### src/rtl/tmds_encoder_multi_if.sv
// Symbol-rate bus between the timing generator, the multi-lane TMDS encoder
// and the serialisers: clock enable, shared mode, per-lane payloads and symbols.
interface tmds_encoder_multi_if #(
  parameter int NUM_CH = 3
);
  logic                    ce_in;
  logic [1:0]              mode_in;
  logic [8*NUM_CH-1:0]     data_in;
  logic [2*NUM_CH-1:0]     control_in;
  logic [4*NUM_CH-1:0]     terc4_in;
  logic [10*NUM_CH-1:0]    tmds_out;

  modport master (
    output ce_in, mode_in, data_in, control_in, terc4_in,
    input  tmds_out
  );

  modport slave (
    input  ce_in, mode_in, data_in, control_in, terc4_in,
    output tmds_out
  );
endinterface

### src/rtl/tmds_encoder_multi.sv
// Two-stage TMDS encoder for NUM_CH lanes: video (DC balanced), control, TERC4, guard band.
// Define TMDS_TERC4_EN to build the TERC4 and guard-band modes; otherwise modes 10/11 act as control.
module tmds_encoder_multi #(
  parameter int NUM_CH = 3
) (
  input  logic                 clk_in,
  input  logic                 rst_in,
  tmds_encoder_multi_if.slave  bus
);

  localparam logic [1:0] MODE_CTRL  = 2'b00;
  localparam logic [1:0] MODE_VIDEO = 2'b01;
`ifdef TMDS_TERC4_EN
  localparam logic [1:0] MODE_TERC4 = 2'b10;
  localparam logic [1:0] MODE_GUARD = 2'b11;
`endif

  function automatic logic [3:0] f_ones8(input logic [7:0] d);
    logic [3:0] n;
    n = 4'd0;
    for (int k = 0; k < 8; k++) begin
      n = n + {3'b000, d[k]};
    end
    return n;
  endfunction

  // Transition-minimised byte; q[8]=1 marks the XOR form, q[8]=0 the XNOR form.
  function automatic logic [8:0] f_qm(input logic [7:0] d);
    logic [8:0] q;
    logic       use_xnor;
    use_xnor = (f_ones8(d) > 4'd4) || ((f_ones8(d) == 4'd4) && (d[0] == 1'b0));
    q[0] = d[0];
    for (int k = 1; k < 8; k++) begin
      q[k] = use_xnor ? ~(q[k-1] ^ d[k]) : (q[k-1] ^ d[k]);
    end
    q[8] = ~use_xnor;
    return q;
  endfunction

  function automatic logic [9:0] f_ctrl_sym(input logic [1:0] c);
    logic [9:0] s;
    case (c)
      2'b00:   s = 10'b1101010100;
      2'b01:   s = 10'b0010101011;
      2'b10:   s = 10'b0101010100;
      2'b11:   s = 10'b1010101011;
      default: s = 10'b1101010100;
    endcase
    return s;
  endfunction

`ifdef TMDS_TERC4_EN
  function automatic logic [9:0] f_terc4_sym(input logic [3:0] t);
    logic [9:0] s;
    case (t)
      4'h0:    s = 10'b1010011100;
      4'h1:    s = 10'b1001100011;
      4'h2:    s = 10'b1011100100;
      4'h3:    s = 10'b1011100010;
      4'h4:    s = 10'b0101110001;
      4'h5:    s = 10'b0100011110;
      4'h6:    s = 10'b0110001110;
      4'h7:    s = 10'b0100111100;
      4'h8:    s = 10'b1011001100;
      4'h9:    s = 10'b0100111001;
      4'hA:    s = 10'b0110011100;
      4'hB:    s = 10'b1011000110;
      4'hC:    s = 10'b1010001110;
      4'hD:    s = 10'b1001110001;
      4'hE:    s = 10'b0101100011;
      4'hF:    s = 10'b1011000011;
      default: s = 10'b1010011100;
    endcase
    return s;
  endfunction
`else
  logic w_unused_terc4;
  assign w_unused_terc4 = ^bus.terc4_in;
`endif

  logic [1:0]             r_s1_mode;
  logic [10*NUM_CH-1:0]   w_tmds_all;

  always_ff @(posedge clk_in or posedge rst_in) begin
    if (rst_in) begin
      r_s1_mode <= MODE_CTRL;
    end else if (bus.ce_in) begin
      r_s1_mode <= bus.mode_in;
    end
  end

  for (genvar g = 0; g < NUM_CH; g++) begin : g_lane
`ifdef TMDS_TERC4_EN
    localparam bit GUARD_ALT = ((g % 3) == 1);
    logic [3:0]        r_s1_terc4;
`endif
    logic [8:0]        r_s1_qm;
    logic [3:0]        r_s1_n1;
    logic [1:0]        r_s1_ctrl;
    logic signed [4:0] r_cnt;
    logic [9:0]        r_tmds;
    logic [8:0]        w_qm;
    logic signed [4:0] w_n1;
    logic signed [4:0] w_bal;
    logic [9:0]        w_sym;
    logic signed [4:0] w_cnt_nxt;

    assign w_qm  = f_qm(bus.data_in[8*g +: 8]);
    assign w_n1  = $signed({1'b0, r_s1_n1});
    assign w_bal = w_n1 - (5'sd8 - w_n1);

    always_ff @(posedge clk_in or posedge rst_in) begin
      if (rst_in) begin
        r_s1_qm   <= 9'd0;
        r_s1_n1   <= 4'd0;
        r_s1_ctrl <= 2'b00;
`ifdef TMDS_TERC4_EN
        r_s1_terc4 <= 4'd0;
`endif
      end else if (bus.ce_in) begin
        r_s1_qm   <= w_qm;
        r_s1_n1   <= f_ones8(w_qm[7:0]);
        r_s1_ctrl <= bus.control_in[2*g +: 2];
`ifdef TMDS_TERC4_EN
        r_s1_terc4 <= bus.terc4_in[4*g +: 4];
`endif
      end
    end

    // w_bal is N1-N0 of the registered q_m; every non-video symbol restarts disparity.
    always_comb begin
      w_sym     = 10'd0;
      w_cnt_nxt = r_cnt;
      case (r_s1_mode)
        MODE_VIDEO: begin
          if ((r_cnt == 5'sd0) || (w_bal == 5'sd0)) begin
            if (r_s1_qm[8]) begin
              w_sym     = {2'b01, r_s1_qm[7:0]};
              w_cnt_nxt = r_cnt + w_bal;
            end else begin
              w_sym     = {2'b10, ~r_s1_qm[7:0]};
              w_cnt_nxt = r_cnt - w_bal;
            end
          end else if (((r_cnt > 5'sd0) && (w_bal > 5'sd0)) ||
                       ((r_cnt < 5'sd0) && (w_bal < 5'sd0))) begin
            w_sym     = {1'b1, r_s1_qm[8], ~r_s1_qm[7:0]};
            w_cnt_nxt = r_cnt + (r_s1_qm[8] ? 5'sd2 : 5'sd0) - w_bal;
          end else begin
            w_sym     = {1'b0, r_s1_qm[8], r_s1_qm[7:0]};
            w_cnt_nxt = r_cnt + w_bal - (r_s1_qm[8] ? 5'sd0 : 5'sd2);
          end
        end
`ifdef TMDS_TERC4_EN
        MODE_TERC4: begin
          w_sym     = f_terc4_sym(r_s1_terc4);
          w_cnt_nxt = 5'sd0;
        end
        MODE_GUARD: begin
          w_sym     = GUARD_ALT ? 10'b0100110011 : 10'b1011001100;
          w_cnt_nxt = 5'sd0;
        end
`endif
        default: begin
          w_sym     = f_ctrl_sym(r_s1_ctrl);
          w_cnt_nxt = 5'sd0;
        end
      endcase
    end

    always_ff @(posedge clk_in or posedge rst_in) begin
      if (rst_in) begin
        r_tmds <= 10'd0;
        r_cnt  <= 5'sd0;
      end else if (bus.ce_in) begin
        r_tmds <= w_sym;
        r_cnt  <= w_cnt_nxt;
      end
    end

    assign w_tmds_all[10*g +: 10] = r_tmds;
  end

  assign bus.tmds_out = w_tmds_all;

endmodule

### src/flat_wrapper.sv
// flat-port wrapper written by rule: the top's interface ports become plain ports
module tmds_encoder_multi_flat 
#(
  parameter int NUM_CH = 3
)
  (clk_in, rst_in, bus_ce_in, bus_mode_in, bus_data_in, bus_control_in, bus_terc4_in, bus_tmds_out);
  tmds_encoder_multi_if #(.NUM_CH(NUM_CH)) bus_i ();
  input  logic clk_in;
  input  logic rst_in;
  input wire logic [$bits(bus_i.ce_in)-1:0] bus_ce_in;
  input wire logic [$bits(bus_i.mode_in)-1:0] bus_mode_in;
  input wire logic [$bits(bus_i.data_in)-1:0] bus_data_in;
  input wire logic [$bits(bus_i.control_in)-1:0] bus_control_in;
  input wire logic [$bits(bus_i.terc4_in)-1:0] bus_terc4_in;
  output wire logic [$bits(bus_i.tmds_out)-1:0] bus_tmds_out;
  assign bus_i.ce_in = bus_ce_in;
  assign bus_i.mode_in = bus_mode_in;
  assign bus_i.data_in = bus_data_in;
  assign bus_i.control_in = bus_control_in;
  assign bus_i.terc4_in = bus_terc4_in;
  assign bus_tmds_out = bus_i.tmds_out;
  tmds_encoder_multi #(.NUM_CH(NUM_CH)) u_core (.clk_in(clk_in), .rst_in(rst_in), .bus(bus_i));
endmodule
### config.mk
export PLATFORM = sky130hd
export DESIGN_NAME = tmds_encoder_multi_flat
export DESIGN_NICKNAME = d
export VERILOG_FILES = /design/src/rtl/tmds_encoder_multi_if.sv /design/src/rtl/tmds_encoder_multi.sv /design/src/flat_wrapper.sv
export SDC_FILE = /design/constraint.sdc
export NUM_CORES = 1
export LEC_CHECK = 0
export BUFFER_PORTS_ARGS = -buffer_cell sky130_fd_sc_hd__clkbuf_2
export CAP_MARGIN = 20
export CORE_UTILIZATION = 65
export DETAILED_ROUTE_END_ITERATION = 10
export PLACE_DENSITY = 0.95
export SLEW_MARGIN = 0
export SYNTH_ARGS = -nofsm -noshare
export SYNTH_HDL_FRONTEND = slang
export SYNTH_SLANG_ARGS = --single-unit
### constraint.sdc
create_clock -name clk_in -period 7.7 [get_ports clk_in]
set_input_delay 1.54 -clock clk_in [delete_from_list [all_inputs] [get_ports clk_in]]
set_output_delay 1.54 -clock clk_in [all_outputs]
set_load 0.02 [all_outputs]
==> results of run 1 <==
[cells by family after synthesis]
family,count (synthesis)
compound gates,143
xor+xnor,88
fa+ha+maj,104
buf+inv,129
flops,89
mux,31
simple gates,144
[layout by cell type, fill, tap and decap left out, drive strengths merged, types with 3 or more instances in the layout]
cell type	instances
mux2	18
clkinv	3
nor2	82
ha	68
xnor2	58
nor2b	5
nand2b	5
a21oi	66
o21ai	36
o21a	4
o22ai	15
a21o	3
nor3	3
xor2	30
inv	106
nand2	37
a31oi	4
dfrtp	89
buf	6
nor3b	4
mux2i	13
clkbuf	73
fa	36
nand3	3
[flip-flops by register name (all words and copies together) (netlist names)]
register	flops
u_core.r_s1_mode	2
u_core.g_lane.r_s1_n1	12
u_core.g_lane.r_tmds	30
u_core.g_lane.r_cnt	12
u_core.g_lane.r_s1_qm	27
u_core.g_lane.r_s1_ctrl	6
[final timing paths]
check,start,to,slack [ns],cells past startpoint
setup / recovery,bus_data_in[0],u_core.g_lane[0].r_s1_n1[2],0.65,23
hold / removal,u_core.r_s1_mode[0],u_core.r_s1_mode[0],0.50,1
max in group asynchronous,rst_in,u_core.g_lane[0].r_s1_n1[0],5.37,3
setup reg to reg,u_core.g_lane[0].r_s1_qm[8],u_core.g_lane[0].r_cnt[4],4.82,11
hold reg to reg,u_core.r_s1_mode[0],u_core.r_s1_mode[0],0.50,1
min in group asynchronous,rst_in,u_core.g_lane[1].r_s1_qm[8],1.23,2
[per-stage QoR]
step / util [%] / setup slack (ns) / instance area, um2
6_report: 73.1 / 0.654 / 7550
2_1_floorplan: - / 0.816 / 6910
5_1_grt: 73.1 / 0.397 / 7550
4_1_cts: 73.1 / 0.654 / 7550
3_3_place_gp: 71.1 / 0.530 / 7340
3_5_place_dp: 71.1 / 0.373 / 7340
[worst max-delay path, stage by stage]
cell	delay, ns
sky130_fd_sc_hd__clkbuf_2	0.15
sky130_fd_sc_hd__inv_1	0.10
sky130_fd_sc_hd__fa_1	0.57
sky130_fd_sc_hd__fa_1	0.43
sky130_fd_sc_hd__fa_1	0.49
sky130_fd_sc_hd__inv_1	0.04
sky130_fd_sc_hd__ha_1	0.19
sky130_fd_sc_hd__fa_1	0.43
sky130_fd_sc_hd__nor3_1	0.22
sky130_fd_sc_hd__o21ai_0	0.13
sky130_fd_sc_hd__a21oi_2	0.37
sky130_fd_sc_hd__xnor2_1	0.22
sky130_fd_sc_hd__ha_1	0.28
sky130_fd_sc_hd__inv_1	0.06
sky130_fd_sc_hd__fa_1	0.43
sky130_fd_sc_hd__fa_1	0.55
sky130_fd_sc_hd__inv_1	0.05
sky130_fd_sc_hd__fa_1	0.37
sky130_fd_sc_hd__inv_1	0.09
sky130_fd_sc_hd__fa_1	0.18
sky130_fd_sc_hd__xnor2_1	0.14
sky130_fd_sc_hd__nand2_1	0.09
sky130_fd_sc_hd__o21ai_0	0.16
[routing by layer]
metal  wire [um]  part of all wire [%]
met2        7470                    49
met4         473                   3.1
met1        6550                    43
met3         712                   4.7
met5           0                     0
[final cells by class]
class | instances | area (um2)
Multi-Input combinational cell | 510 | 4190
Fill cell | 627 | 2780
Tap cell | 136 | 170
Clock inverter | 6 | 75.1
Sequential cell | 89 | 2230
Timing Repair Buffer | 69 | 360
Clock buffer | 10 | 128
Inverter | 105 | 395
[where the power goes]
part           internal [mW]  switching [mW]  leakage (nW)  total [mW]
registers              0.629           0.162          1.07       0.792
logic                   1.09            1.42          2.55        2.51
clock network          0.155           0.181        0.0990       0.336
total                   1.87            1.76          3.71        3.64
==> results list, run 1 <==
- Status: finished clean
- Pin count of the biggest net entering global routing: 73
* Final period util: 91.5%
- Setup-violating endpoint count in the final report: 0
- Between clock sinks in the finished design, the worst skew comes to 0.0118 ns.
- The worst setup path is launched from an input pin.
* Clock slew at the register clock pins of the worst setup and hold paths: 0.09 ns
* Initial Util: 67.0%
- Number of synthesized flops with an enable pin: 0
- The initial antenna violation count came to 0.
* Leakage power figure: 3.71 nW
* Port Buffer Count: 64
- The congestion estimate from routability-driven global placement came to 0.900.
- TritonCTS built the clock tree.
- Among all flip-flop cells after synthesis, the most frequent one is sky130_fd_sc_hd__dfrtp_1.
* Horizontal die dimension: 105 um
- Clock latency reported for the late side of the worst-skew pair: 0.37 ns
* Data required time at the worst endpoint: 7.95 ns
* Per-cell via count in the routed design: 5.74
- Mux share of post-synthesis cell area: 5.18%
* Global routing usage on met2: 48.7%
- The min-delay analysis places its worst path in the category flop to flop.
* Setup TNS: 0 ns
* Final Hold Slack: 0.505 ns
* Peak clock frequency supported by timing: 0.142 GHz
* Peak-usage layer in the global routing report: met2
- By startpoint and endpoint, the worst setup path is classified as input pin to flop.
- The cell area that synthesis handed to floorplanning was 0.00691 mm2.
* Biggest area consumer among synthesized cells: sky130_fd_sc_hd__dfrtp_1
* Number of optimization iterations in the first detailed-route pass: 6
- In this run the power density over the cells is 482 mW/mm2.
- Once placement completed, the tool counted placed cells totaling 909.
* Type of destination of the critical path: flop
* Number of placement rows: 37
- The routed layout has 5307 vias.
- Largest buffer count on any clock path: 2
- The number of different library cells used by synthesis comes to 45.
- RSZ-0062 raised after global routing: no
* CTS root buf: sky130_fd_sc_hd__clkbuf_8
- The area growth from synthesis to layout is 9.14%.
* Fin crit period: 7.05 ns
* Layout cells sized above 1: 15.1%
- The number of antenna diodes in the final layout is 0.
* Total CTS buffers: 9
- Arrival time worst endpoint: 7.29 ns
- Via count of the first global-routing pass: 5397
* Yosys warnings: 0
- Post-synth top cells: sky130_fd_sc_hd__inv_1 (105), sky130_fd_sc_hd__dfrtp_1 (89), sky130_fd_sc_hd__nor2_1 (82)
* Final count of hold timing violations: 0
- Quantity of hold-fixing buffers added after cts: 0
* Maximum Capacitance Violations: 0
* Fraction of the mapped netlist area in simple logic gates: 8.72%
* Clock sink count: 89
- In the global route stage, met1 resource usage came out at 39.0%.
- The worst-case IR drop observed on VDD is 245 uV.
- Nets: 935
- Overall power consumption: 3.64 mW
- The synthesized netlist devotes 12.0% of its cell area to compound gates.
* Gate count of the mapped netlist: 728
* Worst-margin pin slew: 0.924 ns
- Core area: 0.0103 mm2
* Synthesized-area fraction occupied by xor and xnor cells: 11.9%
- Max Slew Vio Count: 0
- Post-synthesis area per instance: 9.50 um2
* Asr flop ratio synth: 100%
- Number of storage elements in the synthesis netlist: 89
- Synthesis produced a netlist with a net count of 879.
- In the global route stage, met3 resource usage came out at 4.05%.
- Filler-free cell count of the finished design: 925
- Count of boundary I/O pins: 77
- For this run, design rule violations remaining after detail routing come to 0.
- Synth area leaders: sky130_fd_sc_hd__dfrtp_1 (32%), sky130_fd_sc_hd__ha_1 (12%), sky130_fd_sc_hd__fa_1 (10%), sky130_fd_sc_hd__xnor2_1 (6.7%), sky130_fd_sc_hd__inv_1 (5.7%)
- Average detailed-routed wire length per instance: 16.4 um
- HPWL after detailed placement: 11100 um
* Buffer count from post-CTS setup fixing: 0
- Post-Route WL: 15200 um
- Sequential cells were found to cover 32.2% of the synthesized design area.
- Detailed Route Iter0 Violations: 433
* Total overflow reported by the global router: 0
- In this run the vertical extent of the chip is 105 um.
* Total GRT Usage: 29.5%
- Die ar.: 0.0111 mm2
- In this run the tightest slew margin relative to its limit is 37.9%.
- CTS built an H-tree with a depth of 3.
* Adder-cell share of the synthesized area: 22.7%
* Most repeated cell in the gate-level netlist after synthesis: sky130_fd_sc_hd__inv_1
- CP max FO: 5
- The count of nets left with antenna violations once routing finished came out at 0.
- After synthesis, the largest family of logic cells by area is adder cells.
* Yosys top cell area share: 32.2%
- Global-route wire length before repair: 25700 um
- Resized cells post-CTS: 0
Note: power is estimated with default switching activity, not from simulation.
==> run 2: changes to the inputs <==
--- a/config.mk
+++ b/config.mk
@@ -5,11 +5,11 @@
 export SDC_FILE = /design/constraint.sdc
 export NUM_CORES = 1
 export LEC_CHECK = 0
-export BUFFER_PORTS_ARGS = -buffer_cell sky130_fd_sc_hd__clkbuf_2
 export CAP_MARGIN = 20
-export CORE_UTILIZATION = 65
+export CORE_UTILIZATION = 24
 export DETAILED_ROUTE_END_ITERATION = 10
-export PLACE_DENSITY = 0.95
+export DONT_BUFFER_PORTS = 1
+export PLACE_DENSITY = 0.49
 export SLEW_MARGIN = 0
 export SYNTH_ARGS = -nofsm -noshare
 export SYNTH_HDL_FRONTEND = slang
==> run 2 against run 1 <==
Effect of this change: combinational power shrank 11%; die area grew to 2.7 times the previous value; critical path depth shrank 3; sequential power grew 6.3%; clock skew shrank 0.0059 ns; critical endpoint is now u_core.g_lane[0].r_s1_n1[1]; largest cell class unchanged; highest routed layer unchanged.
==> results list, run 2 (synthesized netlist as in run 1, its figures left out) <==
* Largest voltage drop on the vdd net: 164 uV (-33%)
- The final weighted congestion of routability-driven global placement was 0.797 (-12%).
- The starting density of the core was 24.6% (-42 points).
- Overall power consumption: 3.53 mW (-2.8%)
* Global-route wire length before repair: 24000 um (-6.6%)
- The data required time of the critical path came to 8.00 ns (+0.05 ns).
- Leakage power figure: 3.49 nW (-5.9%)
- Worst setup path class: input pin to flop
* Setup crit start kind: input pin
- Core area: 0.0281 mm2 (+170%)
- The hold violation count in the final report came to 0 (unchanged).
* Arrival time worst endpoint: 6.95 ns (-0.34 ns)
- The post-detailed-placement half-perimeter wirelength was 10800 um (-2.5%).
* Most common cell after layout, fill and taps aside: sky130_fd_sc_hd__inv_1
- The H-tree depth is 3 (unchanged).
- The horizontal die dimension came to 172 um (+63%).
* Final period util: 86.4% (-5.1 points)
* CP max FO: 5 (unchanged)
* Max transition margin: 37.8% (-0.054 points)
* Most frequent cells in the layout: sky130_fd_sc_hd__inv_1 (104), sky130_fd_sc_hd__dfrtp_1 (89), sky130_fd_sc_hd__nor2_1 (82), sky130_fd_sc_hd__ha_1 (68), sky130_fd_sc_hd__a21oi_1 (65)
* Register ranked first by flip-flop count: u_core.g_lane.r_tmds
- The DRC violation total after the first TritonRoute iteration came to 233 (-46%).
- Antenna violations before repair: 0 (unchanged)
* Via count of the first global-routing pass: 4577 (-15%)
* Clock latency reported for the late side of the worst-skew pair: 0.37 ns (about the same)
* Power Density: 464 mW/mm2 (-3.7%)
- Number of placement rows: 61 (+65%)
- Antenna fix cells: 0 (unchanged)
* Vias post-DR: 4595 (-13%)
- Peak clock frequency supported by timing: 0.150 GHz (+5.9%)
- The chip height came to 172 um (+63%).
* Detail Route Antenna Nets: 0 (unchanged)
- Layout cells sized above 1: 7.60% (-7.5 points)
- The tree is rooted in a sky130_fd_sc_hd__clkbuf_16.
- Resized cells post-CTS: 0 (unchanged)
* Largest buffer count on any clock path: 2 (unchanged)
- Syn-to-layout area delta: 10.2%
- RSZ-0062 raised after global routing: no
* Total overflow reported by the global router: 0 (unchanged)
- The total die area is 0.0295 mm2 (+170%).
- The number of violations of the max-capacitance limit came to 0 (unchanged).
- Max reg flops: 30 (unchanged)
* Number of optimization iterations in the first detailed-route pass: 6 (unchanged)
- The CTS buffer count is 9 (unchanged).
* Final Skew: 0.00593 ns (-0.00588 ns)
* Post-Route WL: 14400 um (-5.4%)
- Average detailed-routed wire length per instance: 13.1 um (-21%)
- The number of input and output port buffers inserted came to 0 (-100%).
* TritonCTS clock tree: done
* Setup TNS: 0 ns (unchanged)
- Largest registers in the final layout: u_core.g_lane.r_tmds x30, u_core.g_lane.r_s1_qm x27
- The number of clock sinks came to 89 (unchanged).
* Quantity of hold-fixing buffers added after cts: 0 (unchanged)
* Nets: 870 (-7.0%)
- Count of boundary I/O pins: 77 (unchanged)
* Fin crit period: 6.65 ns (-0.395 ns)
* Clock slew at the register clock pins of the worst setup and hold paths: 0.08 ns (about the same)
- The per-cell via count in the routed design is 4.17 (-27%).
- Hold WC Path Type: flop to flop
- Worst-margin pin slew: 0.925 ns (+0.000801 ns)
* Buffer count from post-CTS setup fixing: 0 (unchanged)
* Pin count of the biggest net entering global routing: 125 (+71%)
- Max Slew Vio Count: 0 (unchanged)
- Status: finished clean
* Total GRT Usage: 10.6% (-19 points)
- DRC: 0 (unchanged)
- Setup-violating endpoint count in the final report: 0 (unchanged)
- Type of destination of the critical path: flop
[run 2: layer usage]
metal,vias up,global-route usage [%],share of wire [%]
met2,57,15.9,44
met1,2195,14.2,49
li1,2329,-,-
met4,0,4.12,1.9
met5,-,0,0
met3,14,3.01,4.7
[run 2: final cells by class]
type                            count  area [um2]
Timing Repair Buffer                4        30.0
Sequential cell                    89        2230
Clock buffer                        9         225
Fill cell                        3064       20500
Tap cell                          378         473
Multi-Input combinational cell    510        4200
Inverter                          105         397
Clock inverter                      7        68.8
[run 2: per-stage QoR]
step | worst slack, ns | utilization (%) | cells | cell area [um2] | hold WS (ns)
5_1_grt | 0.770 | 27.1 | 1102 | 7620 | 0.547
2_1_floorplan | 0.816 | - | 728 | 6910 | 0.473
6_report | 1.05 | 27.1 | 1102 | 7620 | 0.526
3_5_place_dp | 0.609 | 26.1 | 1086 | 7320 | 0.506
3_3_place_gp | 0.677 | 26.1 | 1086 | 7320 | 0.498
4_1_cts | 1.00 | 27.1 | 1102 | 7620 | 0.531
[run 2: worst paths after layout]
kind	start	to	slack [ns]	cells past startpoint
min	u_core.r_s1_mode[0]	u_core.r_s1_mode[0]	0.53	1
max reg2reg	u_core.g_lane[0].r_s1_qm[8]	u_core.g_lane[0].r_cnt[4]	4.86	11
min reg2reg	u_core.r_s1_mode[0]	u_core.r_s1_mode[0]	0.53	1
max	bus_data_in[0]	u_core.g_lane[0].r_s1_n1[1]	1.05	20
min in group asynchronous	rst_in	u_core.g_lane[0].r_s1_ctrl[1]	1.06	1
max in group asynchronous	rst_in	u_core.g_lane[1].r_tmds[2]	5.56	2
[run 2: worst max-delay path, cell delays in order]
cell	delay (ns)
sky130_fd_sc_hd__inv_1	0.05
sky130_fd_sc_hd__fa_1	0.55
sky130_fd_sc_hd__fa_1	0.43
sky130_fd_sc_hd__fa_1	0.48
sky130_fd_sc_hd__inv_1	0.04
sky130_fd_sc_hd__ha_1	0.19
sky130_fd_sc_hd__fa_1	0.43
sky130_fd_sc_hd__nor3_1	0.22
sky130_fd_sc_hd__o21ai_0	0.13
sky130_fd_sc_hd__a21oi_2	0.31
sky130_fd_sc_hd__xnor2_1	0.20
sky130_fd_sc_hd__ha_1	0.27
sky130_fd_sc_hd__inv_1	0.07
sky130_fd_sc_hd__fa_1	0.43
sky130_fd_sc_hd__fa_1	0.54
sky130_fd_sc_hd__inv_1	0.05
sky130_fd_sc_hd__fa_1	0.38
sky130_fd_sc_hd__inv_1	0.08
sky130_fd_sc_hd__fa_1	0.41
sky130_fd_sc_hd__a21oi_1	0.14
[run 2: power by group]
group	leakage (nW)	total [mW]	internal, mW	switching [mW]
clock	0.146	0.457	0.230	0.227
combinational	2.28	2.24	1.03	1.21
sequential	1.07	0.842	0.629	0.213
total	3.49	3.53	1.89	1.65
==> run 3: changes to the inputs <==
--- a/config.mk
+++ b/config.mk
@@ -7,6 +7,7 @@
 export LEC_CHECK = 0
 export CAP_MARGIN = 20
 export CORE_UTILIZATION = 24
+export CTS_BUF_LIST = sky130_fd_sc_hd__clkbuf_2 sky130_fd_sc_hd__clkbuf_4 sky130_fd_sc_hd__clkbuf_8
 export DETAILED_ROUTE_END_ITERATION = 10
 export DONT_BUFFER_PORTS = 1
 export PLACE_DENSITY = 0.49
==> constraint.sdc (replaced) <==
create_clock -name clk_in -period 7.7 [get_ports clk_in]
set_input_delay 0.77 -clock clk_in [delete_from_list [all_inputs] [get_ports clk_in]]
set_output_delay 0.77 -clock clk_in [all_outputs]
set_load 0.02 [all_outputs]
==> run 3 against run 2 <==
Effect of this change: utilization down 0.41 points; cell count fell by 0.18%; clock skew increased by 0.0070 ns; critical endpoint is now u_core.g_lane[2].r_s1_n1[1].
==> results list, run 3 (synthesized netlist as in run 1, its figures left out) <==
- The fraction of power consumed by sequential logic is 24.7% (+0.9 points).
- The clock input transition at the sequential cells of the worst setup and hold paths was 0.10 ns (+0.02 ns).
- The horizontal die dimension came to 172 um (unchanged).
- Layout cells sized above 1: 7.34% (-0.26 points)
* Combinational share of power: 65.6% (+2.3 points)
* CP peak stage delay: 0.51 ns (-0.04 ns)
- In this run the clock root is driven by a sky130_fd_sc_hd__clkbuf_8.
- Quantity of hold-fixing buffers added after cts: 0 (unchanged)
- The DRC violation total after the first TritonRoute iteration came to 214 (-8.2%).
- The detailed-route wire length is 14500 um (+0.79%).
- R2R Path End: u_core.g_lane[0].r_cnt[4]
* Die ar.: 0.0295 mm2 (unchanged)
- TritonCTS clock tree: done
- The slowest stage of the critical path belongs to the cell sky130_fd_sc_hd__a21oi_1.
- Register ranked first by flip-flop count: u_core.g_lane.r_tmds
- Leakage power figure: 3.43 nW (-1.7%)
- The number of cells on the worst reg-to-reg path is 11 (unchanged).
- Leaving out fill and tap cells, the most frequent cell in the layout is sky130_fd_sc_hd__inv_1.
- The starting density of the core came to 24.6% (unchanged).
* Hold WC Path Type: input pin to asynchronous set/reset pin
- The actual transition at the worst max-transition pin is 0.926 ns (+0.00174 ns).
* Worst setup path class: input pin to flop
- Flop2flop setup slack: 4.89 ns (+0.03 ns)
* Critical path buffer and inverter count: 5 (unchanged)
- The CTS buffer count is 9 (unchanged).
* Setup-violating endpoint count in the final report: 0 (unchanged)
* Vias post-DR: 4620 (+0.54%)
- Arrival time worst endpoint: 6.41 ns (-0.54 ns)
- Max Slew Vio Count: 0 (unchanged)
- The cell-internal power was 1.79 mW (-5.4%).
- Switching share of power: 47.7% (+1.2 points)
- The kind of cell with the highest combined delay along the critical path is adder cells.
- The number of flip-flops in the largest register was 30 (unchanged).
- Port Buffer Count: 0 (unchanged)
- The number of rows in the core area is 61 (unchanged).
- The cell area power density was 456 mW/mm2 (-1.8%).
- CP Cell Sequence: ha_1, inv_1, fa_1, fa_1, inv_1, fa_1, fa_1, nor3b_1, o21ai_0, a21oi_1, xnor2_1, ha_1, inv_1, fa_1, inv_1, fa_1, fa_1, inv_1, fa_1, a21oi_1
- The H-tree depth is 3 (unchanged).
* Data required time at the worst endpoint: 8.01 ns (about the same)
* Total overflow reported by the global router: 0 (unchanged)
- R2R Path Start: u_core.g_lane[0].r_s1_qm[8]
- The largest registers in the layout are u_core.g_lane.r_tmds x30, u_core.g_lane.r_s1_qm x27.
- The setup TNS came to 0 ns (unchanged).
* HPWL after detailed placement: 10900 um (+0.78%)
- Most frequent cells in the layout: sky130_fd_sc_hd__inv_1 (104), sky130_fd_sc_hd__dfrtp_1 (89), sky130_fd_sc_hd__nor2_1 (82), sky130_fd_sc_hd__ha_1 (68), sky130_fd_sc_hd__a21oi_1 (65)
- The remaining antenna violation count came to 0 (unchanged).
* Syn-to-layout area delta: 8.49%
* Status: finished clean
- Nets: 868 (-0.23%)
- The achievable clock frequency came to 0.164 GHz (+9.0%).
* Antenna violations before repair: 0 (unchanged)
* Core area: 0.0281 mm2 (unchanged)
- The first-pass detailed-route iteration total was 4 (-2).
- The clock latency on the worst-skew pair was 0.38 ns (about the same).
* Count of boundary I/O pins: 77 (unchanged)
- The overall fraction of global-route tracks in use came to 10.4% (-0.19 points).
- The final core utilization was 26.7% (-0.41 points).
* Post-route worst setup slack: 1.60 ns (+0.546 ns)
- The net switching power came to 1.63 mW (-0.80%).
- Worst path most repeated cell: sky130_fd_sc_hd__fa_1
- The maximum net fanout on the critical path came to 4 (-1).
- The hold violation count in the final report was 0 (unchanged).
* Pin count of the biggest net entering global routing: 125 (unchanged)
- The clock network power share is 9.7% (-3.2 points).
- The total setup buffers inserted after CTS came to 0 (unchanged).
- Sequential cell area: 0.00223 mm2 (unchanged)
- The area occupied by multi-input gates is 0.00420 mm2 (unchanged).
* Largest voltage drop on the vdd net: 146 uV (-11%)
* Final period util: 79.3% (-7.1 points)
- The global-route wire length before repair was 23800 um (-1.0%).
- Per-cell via count in the routed design: 4.20 (+0.73%)
- Average detailed-routed wire length per instance: 13.2 um (+0.98%)
- Largest buffer count on any clock path: 2 (unchanged)
- Via count of the first global-routing pass: 4520 (-1.2%)
- Type of destination of the critical path: flop
* Filler-free cell count of the finished design: 1100 (-0.18%)
* Max transition margin: 37.7% (-0.12 points)
- Gp weighted congestion: 0.795 (-0.16%)
- Fin crit period: 6.10 ns (-0.546 ns)
* Worst-case setup slack after placement: 1.15 ns (+0.537 ns)
- The number of diodes added for antenna fixing came to 0 (unchanged).
* DRC: 0 (unchanged)
* Setup crit start kind: input pin
- Die H: 172 um (unchanged)
- Total placed cells including tap cells: 1084 (-0.18%)
- Filler cells: 3030 (-1.1%)
- Final Hold Slack: 0.258 ns (-0.268 ns)
- Setup repair after global routing left no endpoint under its margin.
- Final Skew: 0.0129 ns (+0.00699 ns)
* Maximum Capacitance Violations: 0 (unchanged)
* Clock sink count: 89 (unchanged)
- The post-cts gate resize count was 0 (unchanged).
==> run 3: metal layers <==
| layer | wire length (um) | track usage (%) | vias up |
|---|---|---|---|
| met1 | 7180 | 14.2 | 2219 |
| met4 | 194 | 3.35 | 0 |
| li1 | - | - | 2334 |
| met3 | 620 | 2.65 | 10 |
| met2 | 6500 | 15.8 | 57 |
| met5 | 0 | 0 | - |
==> run 3: power by group through the flow <==
stage / clock [mW] / sequential [mW] / combinational (mW)
3_3_place_gp: 0 / 0.855 / 2.25
4_1_cts: 0.348 / 0.848 / 2.28
6_report: 0.331 / 0.844 / 2.24
2_1_floorplan: 0 / 0.800 / 1.91
5_1_grt: 0.364 / 0.874 / 2.57
3_5_place_dp: 0 / 0.858 / 2.26
==> run 3: cell type report <==
cell class | count | share of cell area (%)
multi-input cells | 510 | 55.9
flip-flops and latches | 89 | 29.7
well taps | 378 | 6.31
inverters | 105 | 5.29
clock buffers | 9 | 1.65
clock inverters | 7 | 0.934
repair buffers | 2 | 0.200
==> run 3: how the worst max path moves through the flow <==
stage	start	endpoint	slack [ns]	cells after the start
after global routing	bus_data_in[16]	u_core.g_lane[2].r_s1_n1[2]	1.29	22
after CTS	bus_data_in[16]	u_core.g_lane[2].r_s1_n1[1]	1.57	20
after floorplan	bus_data_in[16]	u_core.g_lane[2].r_s1_n1[1]	1.59	20
after detailed placement	bus_data_in[16]	u_core.g_lane[2].r_s1_n1[1]	1.15	20
final	bus_data_in[16]	u_core.g_lane[2].r_s1_n1[1]	1.60	20
after global placement	bus_data_in[16]	u_core.g_lane[2].r_s1_n1[1]	1.29	20
==> run 3: worst reg2reg max path: cells and delay by family (launching register included) <==
kind            cells  cell delay [ns]
compound gates      4             0.66
fa+ha+maj           2             0.62
simple gates        2             0.47
flops               1             0.47
buf+inv             2             0.27
xor+xnor            1             0.16
==> run 3: metrics by stage <==
step                area [um2]  total power, mW
finish                    7500             3.42
global route              7500             3.81
CTS                       7500             3.48
detailed placement        7310             3.12
global placement          7310             3.11
floorplan                 6910             2.71
